$ cat config.mk
export PLATFORM = sky130hd
export DESIGN_NAME = umi_rx_fifo
export DESIGN_NICKNAME = d
export VERILOG_FILES = /design/src/rtl/umi_rx_fifo.sv
export SDC_FILE = /design/constraint.sdc
export NUM_CORES = 1
export LEC_CHECK = 0
export BUFFER_PORTS_ARGS = -buffer_cell sky130_fd_sc_hd__buf_2
export CAP_MARGIN = 20
export CORE_MARGIN = 1
export CORE_UTILIZATION = 55
export DETAILED_ROUTE_END_ITERATION = 6
export PLACE_DENSITY = 0.81
export SLEW_MARGIN = 20
export SYNTH_ARGS = -nofsm -noshare
export SYNTH_HDL_FRONTEND = slang
export SYNTH_SLANG_ARGS = --single-unit
$ cat constraint.sdc
create_clock -name clk -period 13.4 [get_ports clk]
set_input_delay 0.67 -clock clk [delete_from_list [all_inputs] [get_ports clk]]
set_output_delay 0.67 -clock clk [all_outputs]
set_load 0.005 [all_outputs]
$ cat src/rtl/umi_rx_fifo.sv
// -----------------------------------------------------------------------------
// umi_rx_fifo
//
// Elastic buffer between a UMI receive port and its consumer. Holds up to
// DEPTH transactions of {data, srcaddr, dstaddr, cmd}. Both handshake outputs
// come from registered occupancy only, so no combinational path exists from
// either side's valid/ready to the other side. Live and peak occupancy are
// reported for throttling measurements.
//
// Ports:
//   clk          clock, all state updates on the rising edge
//   reset        asynchronous active-high reset
//   in_data      incoming UMI data            [DW-1:0]
//   in_srcaddr   incoming source address      [AW-1:0]
//   in_dstaddr   incoming destination address [AW-1:0]
//   in_cmd       incoming command             [CW-1:0]
//   in_valid     producer has a transaction
//   in_ready     buffer can accept a transaction (count != DEPTH)
//   out_data     head-of-queue data, zero when empty
//   out_srcaddr  head-of-queue source address, zero when empty
//   out_dstaddr  head-of-queue destination address, zero when empty
//   out_cmd      head-of-queue command, zero when empty
//   out_valid    head of queue is valid (count != 0)
//   out_ready    consumer accepts the head
//   count        current occupancy, 0..DEPTH
//   max_count    peak occupancy since reset
// -----------------------------------------------------------------------------
module umi_rx_fifo #(
  parameter int DW    = 256,
  parameter int AW    = 64,
  parameter int CW    = 32,
  parameter int DEPTH = 4
) (
  input  logic                       clk,
  input  logic                       reset,
  input  logic [DW-1:0]              in_data,
  input  logic [AW-1:0]              in_srcaddr,
  input  logic [AW-1:0]              in_dstaddr,
  input  logic [CW-1:0]              in_cmd,
  input  logic                       in_valid,
  output logic                       in_ready,
  output logic [DW-1:0]              out_data,
  output logic [AW-1:0]              out_srcaddr,
  output logic [AW-1:0]              out_dstaddr,
  output logic [CW-1:0]              out_cmd,
  output logic                       out_valid,
  input  logic                       out_ready,
  output logic [$clog2(DEPTH+1)-1:0] count,
  output logic [$clog2(DEPTH+1)-1:0] max_count
);

  localparam int PW   = $clog2(DEPTH);
  localparam int CNTW = $clog2(DEPTH+1);
  localparam int EW   = DW + 2*AW + CW;

  localparam logic [CNTW-1:0] CNT_FULL = CNTW'(DEPTH);
  localparam logic [CNTW-1:0] CNT_ONE  = CNTW'(1);
  localparam logic [PW-1:0]   PTR_ONE  = PW'(1);

  logic [EW-1:0]   mem_q [DEPTH];
  logic [PW-1:0]   wp_q, wp_d;
  logic [PW-1:0]   rp_q, rp_d;
  logic [CNTW-1:0] count_q, count_d;
  logic [CNTW-1:0] max_q, max_d;
  logic            push, pop;
  logic [EW-1:0]   head;

  // Handshakes depend only on registered occupancy. When full, a push is
  // refused even if a pop happens in the same cycle.
  assign in_ready  = (count_q != CNT_FULL);
  assign out_valid = (count_q != '0);

  assign push = in_valid  && in_ready;
  assign pop  = out_valid && out_ready;

  always_comb begin
    // NOTE: every signal assigned here gets a default first, so no path leaves
    // it unassigned and no latch is inferred.
    wp_d    = wp_q;
    rp_d    = rp_q;
    count_d = count_q;
    max_d   = max_q;

    // DEPTH is a power of two, so the natural PW-bit overflow is the wrap.
    if (push) wp_d = wp_q + PTR_ONE;
    if (pop)  rp_d = rp_q + PTR_ONE;

    if (push && !pop)      count_d = count_q + CNT_ONE;
    else if (!push && pop) count_d = count_q - CNT_ONE;

    if (count_d > max_q) max_d = count_d;
  end

  // NOTE: sequential state uses non-blocking assignments so every register
  // samples the pre-edge values of its neighbours, independent of block order.
  always_ff @(posedge clk or posedge reset) begin
    if (reset) begin
      wp_q    <= '0;
      rp_q    <= '0;
      count_q <= '0;
      max_q   <= '0;
    end else begin
      wp_q    <= wp_d;
      rp_q    <= rp_d;
      count_q <= count_d;
      max_q   <= max_d;
    end
  end

  // NOTE: the storage array has no reset; stale entries are unreachable
  // because count masks them, and leaving it unreset keeps it a plain RAM.
  always_ff @(posedge clk) begin
    if (push) mem_q[wp_q] <= {in_data, in_srcaddr, in_dstaddr, in_cmd};
  end

  // Gate the head with out_valid so unwritten (X) storage never leaks out.
  assign head = out_valid ? mem_q[rp_q] : '0;

  assign out_data    = head[EW-1 -: DW];
  assign out_srcaddr = head[2*AW+CW-1 -: AW];
  assign out_dstaddr = head[AW+CW-1 -: AW];
  assign out_cmd     = head[CW-1:0];

  assign count     = count_q;
  assign max_count = max_q;

endmodule

== After elaboration in Yosys (flattened, before gate mapping) ==
Memory sizes are Yosys's and may differ from the RTL's.
Cells that the tools add are included.

* Equality and inequality tests: 1
* Magnitude comparators: 1
* Reduce and logical (&&, ||, !) cells: 7
* Mux-type cells: 5
* Add/sub/neg operators: 4

{| class="wikitable"
|+ Operator list
! operator !! number
|-
| 416-bit two-way mux || 1
|-
| 3-bit two-way mux || 2
|-
| 2-bit by 1-bit adder with 2-bit output, second input constant || 2
|-
| 1-bit logical AND || 4
|-
| 3-bit by 1-bit adder with 3-bit output, second input constant || 1
|-
| 3-bit > comparator || 1
|-
| 3-bit != test, second input constant || 1
|-
| 3-bit nonzero test || 1
|-
| 3-bit by 1-bit subtractor with 3-bit output, second input constant || 1
|-
| 1-bit zero test || 2
|-
| 1-bit two-way mux || 2
|}

* Word-level logic and storage cells: 23
* Memory bits (writable): 1664
* Input bits: 420
* Output and inout port bits: 424
* Register bits: 10
* Memories kept: 1

{| class="wikitable"
|+ Memory list
! name !! depth !! width !! rd ports !! clocked after Yosys merged registers in !! write ports !! RTL line !! RTL
|-
| mem_q || 4 || 416 || 1 || 0 || 1 || 60 || <nowiki>logic [EW-1:0] mem_q [DEPTH];</nowiki>
|}

== Longest topological paths before layout ==
* Depth after elaboration: 7
* Mapped depth: 12
* Mapped depth without buffers: 11

== Least setup slack after synthesis ==
No wires, ideal clock.

* Path kind: input to register
* Start: in in_valid
* End: mem mem_q[0][0] (netlist bit) (enable)
* Buffers on the path: 1
* Data required time: 12.567 ns
* Arrival: 10.615 ns
* Stages: 3
* Library setup time: 0.833 ns
* Slack: 1.952 ns
* Cell sequence: buf_4 > a21boi_1 > and2_1

* Cells in the longest elaborated chain, start to end: 3

{| class="wikitable"
|+ RTL lines
! element !! RTL line !! RTL
|-
| start, declared || 40 || <nowiki>input logic in_valid,</nowiki>
|-
| 1-bit logical AND || 73 || <nowiki>assign push = in_valid && in_ready;</nowiki>
|-
| 1-bit two-way mux || 113 || <nowiki>if (push) mem_q[wp_q] <= {in_data, in_srcaddr, in_dstaddr, in_cmd};</nowiki>
|-
| 1-bit two-way mux (implied by the code) || 113 ||
|-
| end, declared || 60 ||
|}

Every way passes these cells.

== Worst setup path in the final report ==
* Start: reg rp_q[0]
* End: out out_srcaddr[59]

* Cells in the longest elaborated chain, start to end: 2

{| class="wikitable"
|+ RTL lines
! element !! RTL line !! RTL
|-
| start, declared || 62 || <nowiki>logic [PW-1:0] rp_q, rp_d;</nowiki>
|-
| start signal, assigned || 104 || <nowiki>rp_q <= rp_d;</nowiki>
|-
| memory read 4 x 416 bit || -- ||
|-
| 416-bit two-way mux || 117 || <nowiki>assign head = out_valid ? mem_q[rp_q] : '0;</nowiki>
|-
| end, declared || 43 || <nowiki>output logic [AW-1:0] out_srcaddr,</nowiki>
|}

Every way passes these cells.

==> flow_metrics.env <==
export IMPL_status="finished clean"
export IMPL_finalHoldViolations=0
export IMPL_wl_per_cell_um=26.8
export IMPL_area_growth_syn_to_layout_pct=17.3
export IMPL_gp_congestion=0.792
export IMPL_insertion_delay_ns=0.77
export IMPL_critPathArrivalTime_ns=4.93
export IMPL_finalWirelength_mm=142
export IMPL_postLayoutCoreUtil=0.650
export IMPL_syn_nets=3142
export IMPL_start_kind="register"
export IMPL_synth_area_um2=63300
export IMPL_synth_edf_count=1664
export IMPL_cts_tree="built"
export IMPL_final_layout_size_suffix_gt1_frac=0.410
export IMPL_drc_errors=0
export IMPL_r2r_start="count[1]$_DFF_PP0_"
export IMPL_cp_end_kind="output port"
export IMPL_first_iter_violations=2428
export IMPL_cts_sink_count=1674
export IMPL_die_y_um=341
export IMPL_ys_warn_count=0
export IMPL_period_minus_slack_ns=5.60
export IMPL_startpoint="rp_q[0]$_DFFE_PP0P_"
export IMPL_yosysMostFrequentCell="edfxtp_1"
export IMPL_top_layer="met5"
export IMPL_maxSlewHeadroom=0.147
export IMPL_final_cells=5286
export IMPL_hpwl_mm=82.3
export IMPL_rsz0062_at_grt="false"
export IMPL_clock_skew_ns=0.0485
export IMPL_crit_slowest_cell="dfrtp_4"
export IMPL_path_clk_slew_ns=0.06
export IMPL_cap_viol_max_count=0
export IMPL_worst_hold_path_type="input pin to register"
export IMPL_io_pins=844
export IMPL_synth_area_leader_cell="edfxtp_1"
export IMPL_peakVddDrop_uv=208
export IMPL_grt_antenna_before_repair=59
export IMPL_grt_pass1_vias=32000
export IMPL_coreArea_um2=114000
export IMPL_crit_end="out_srcaddr[59]"
export IMPL_path_max_fanout=102
export IMPL_leakage_nw=25.3
export IMPL_cts_buffers_inserted=160
export IMPL_initial_utilization=0.554
export IMPL_r2r_end="mem_q[3][153]$_DFFE_PP_"
export IMPL_synth_ff_type="edfxtp_1"
export IMPL_r2r_cells=7
export IMPL_syn_inst=2712
export IMPL_cp_depth=6
export IMPL_p_per_area_nw_per_um2=229
export IMPL_synth_commonest_cells="edfxtp_1, and2_1, mux4_2, buf_2, clkbuf_1"
export IMPL_nets=4036
export IMPL_grt_pass1_wl_mm=206
export IMPL_tightestPinTransition_ns=1.28
export IMPL_grt_overflow=0
export IMPL_yosysSeqAreaShare=0.793
export IMPL_die_area_um2=116000
export IMPL_synth_top_area_frac=0.789
export IMPL_die_w_um=341
export IMPL_ant_nets=0
export IMPL_worstPathBufferInverterCount=4
export IMPL_vias=30800
export IMPL_path_common_cell="buf_12"
export IMPL_dpl_cell_count=4955
export IMPL_finalSetupTns_ns=0
export IMPL_wl_met1_mm=49.4
export IMPL_drv_slew=0
export IMPL_synth_distinct_cells=32
export IMPL_worst_setup_path_type="register to output port"
export IMPL_synth_seq_cells=1674
export IMPL_htree_levels=4
export IMPL_worstPathCellList="buf_4 > buf_12 > buf_12 > mux4_2 > and2_1 > buf_2"
export IMPL_max_stage_delay_ns=1.02
export IMPL_post_cts_resized=0
export IMPL_period_share=0.418
export IMPL_dr_wl_met2_mm=73.0
export IMPL_crit_family="buffers and inverters"
export IMPL_drt_vias_per_instance=5.83
export IMPL_clk_path_buf_depth=3
export IMPL_grt_total_usage=0.240
export IMPL_critPathRequiredTime_ns=12.73
export IMPL_synth_area_top_cells="edfxtp_1, mux4_2, and2_1"
export IMPL_wl_met3_mm=13.9
export IMPL_num_rows=124
export IMPL_r2r_setup_slack_ns=8.37
export IMPL_portBuffers=843
export IMPL_syn_mean_instance_area_um2=23.3
export IMPL_async_reset_ff_frac=0.00597
export IMPL_fmax_mhz=179
export IMPL_first_pass_iters=5
export IMPL_final_setup_viol_count=0
export IMPL_cts_root_buf="clkbuf_16"
export IMPL_grt_start_max_net_pins=154
what timing repair did:
| action | in CTS | in global routing |
|---|---|---|
| endpoints found under the setup margin | 0 | 0 |
| setup buffers | 0 | 0 |
| hold buffers | 1 | 0 |
| hold endpoints to repair | 10 | 0 |
stage by stage:
step                setup slack, ns  hold slack [ns]  power [mW]  instance area [um2]
floorplan                      1.95            0.510        11.0                63300
global placement               8.48            0.521        12.6                69100
detailed placement             8.41            0.529        12.8                69100
CTS                            7.64           0.0478        17.1                74200
global route                   7.37           0.0699        17.7                74200
finish                         7.80            0.107        17.0                74300
cell usage in the layout, fill, tap and decap left out, types with 10 or more instances in the layout:
cell and n:
clkinv_1 34, clkinv_2 36, edfxtp_1 1664, and2_1 416, clkbuf_1 28, buf_12 10, clkbuf_16 161, mux4_2 416
diode_2 42, inv_1 11, buf_2 843, buf_4 21, ha_1 10
area by class of cell:
type | count | area [um2]
multi-input combinational | 884 | 12400
clock inverter | 99 | 883
sequential | 1674 | 50200
fill | 7127 | 39900
clock buffer | 189 | 4130
antenna | 42 | 105
timing repair buffer | 875 | 4590
inverter | 11 | 41.3
tap | 1512 | 1890
metal layers:
metal  vias up  global-route usage
met4        52               0.103
met3       321              0.0758
met1     16000               0.292
li1      13000                   -
met5         -                   0
met2      1504               0.399
registers in the layout, summed over array words and instances (netlist names):
register,flops
mem_q,1664
count,3
max_count,3
rp_q,2
wp_q,2
cell families after synthesis:
group | Yosys count | share of synthesized area
AOI/OAI and AO/OA | 14 | 0.00166
xor gates and xnor gates | 5 | 0.000692
muxes | 419 | 0.149
and+or+nand+nor | 436 | 0.0428
adders and majority gates | 10 | 0.00198
buffers and inverters | 154 | 0.0112
DFF | 1674 | 0.793
worst reg2reg max path: cells and delay by family, from the launching register on:
family | cells | cell delay [ns]
simple gates | 1 | 0.74
flops | 1 | 0.48
compound gates | 1 | 0.52
fa+ha+maj | 1 | 0.28
buf+inv | 4 | 2.37
how the worst min path moves through the flow:
stage	startpoint	end	slack (ns)	cells after the start
6_report	in_data[240]	mem_q[2][400]$_DFFE_PP_	0.11	1
5_1_grt	in_data[240]	mem_q[2][400]$_DFFE_PP_	0.07	1
4_1_cts	in_data[240]	mem_q[2][400]$_DFFE_PP_	0.05	1
3_5_place_dp	max_count[1]$_DFFE_PP0N_	max_count[1]$_DFFE_PP0N_	0.53	1
3_3_place_gp	max_count[1]$_DFFE_PP0N_	max_count[1]$_DFFE_PP0N_	0.52	1
2_1_floorplan	reset	count[0]$_DFF_PP0_	0.51	1
report_power, final:
part	internal, mW	leakage [nW]	switching (mW)
combinational	2.60	7.51	2.89
sequential	6.91	15.3	0.320
clock	2.40	2.46	1.92
No activity file was read; power rests on OpenSTA's default activity.
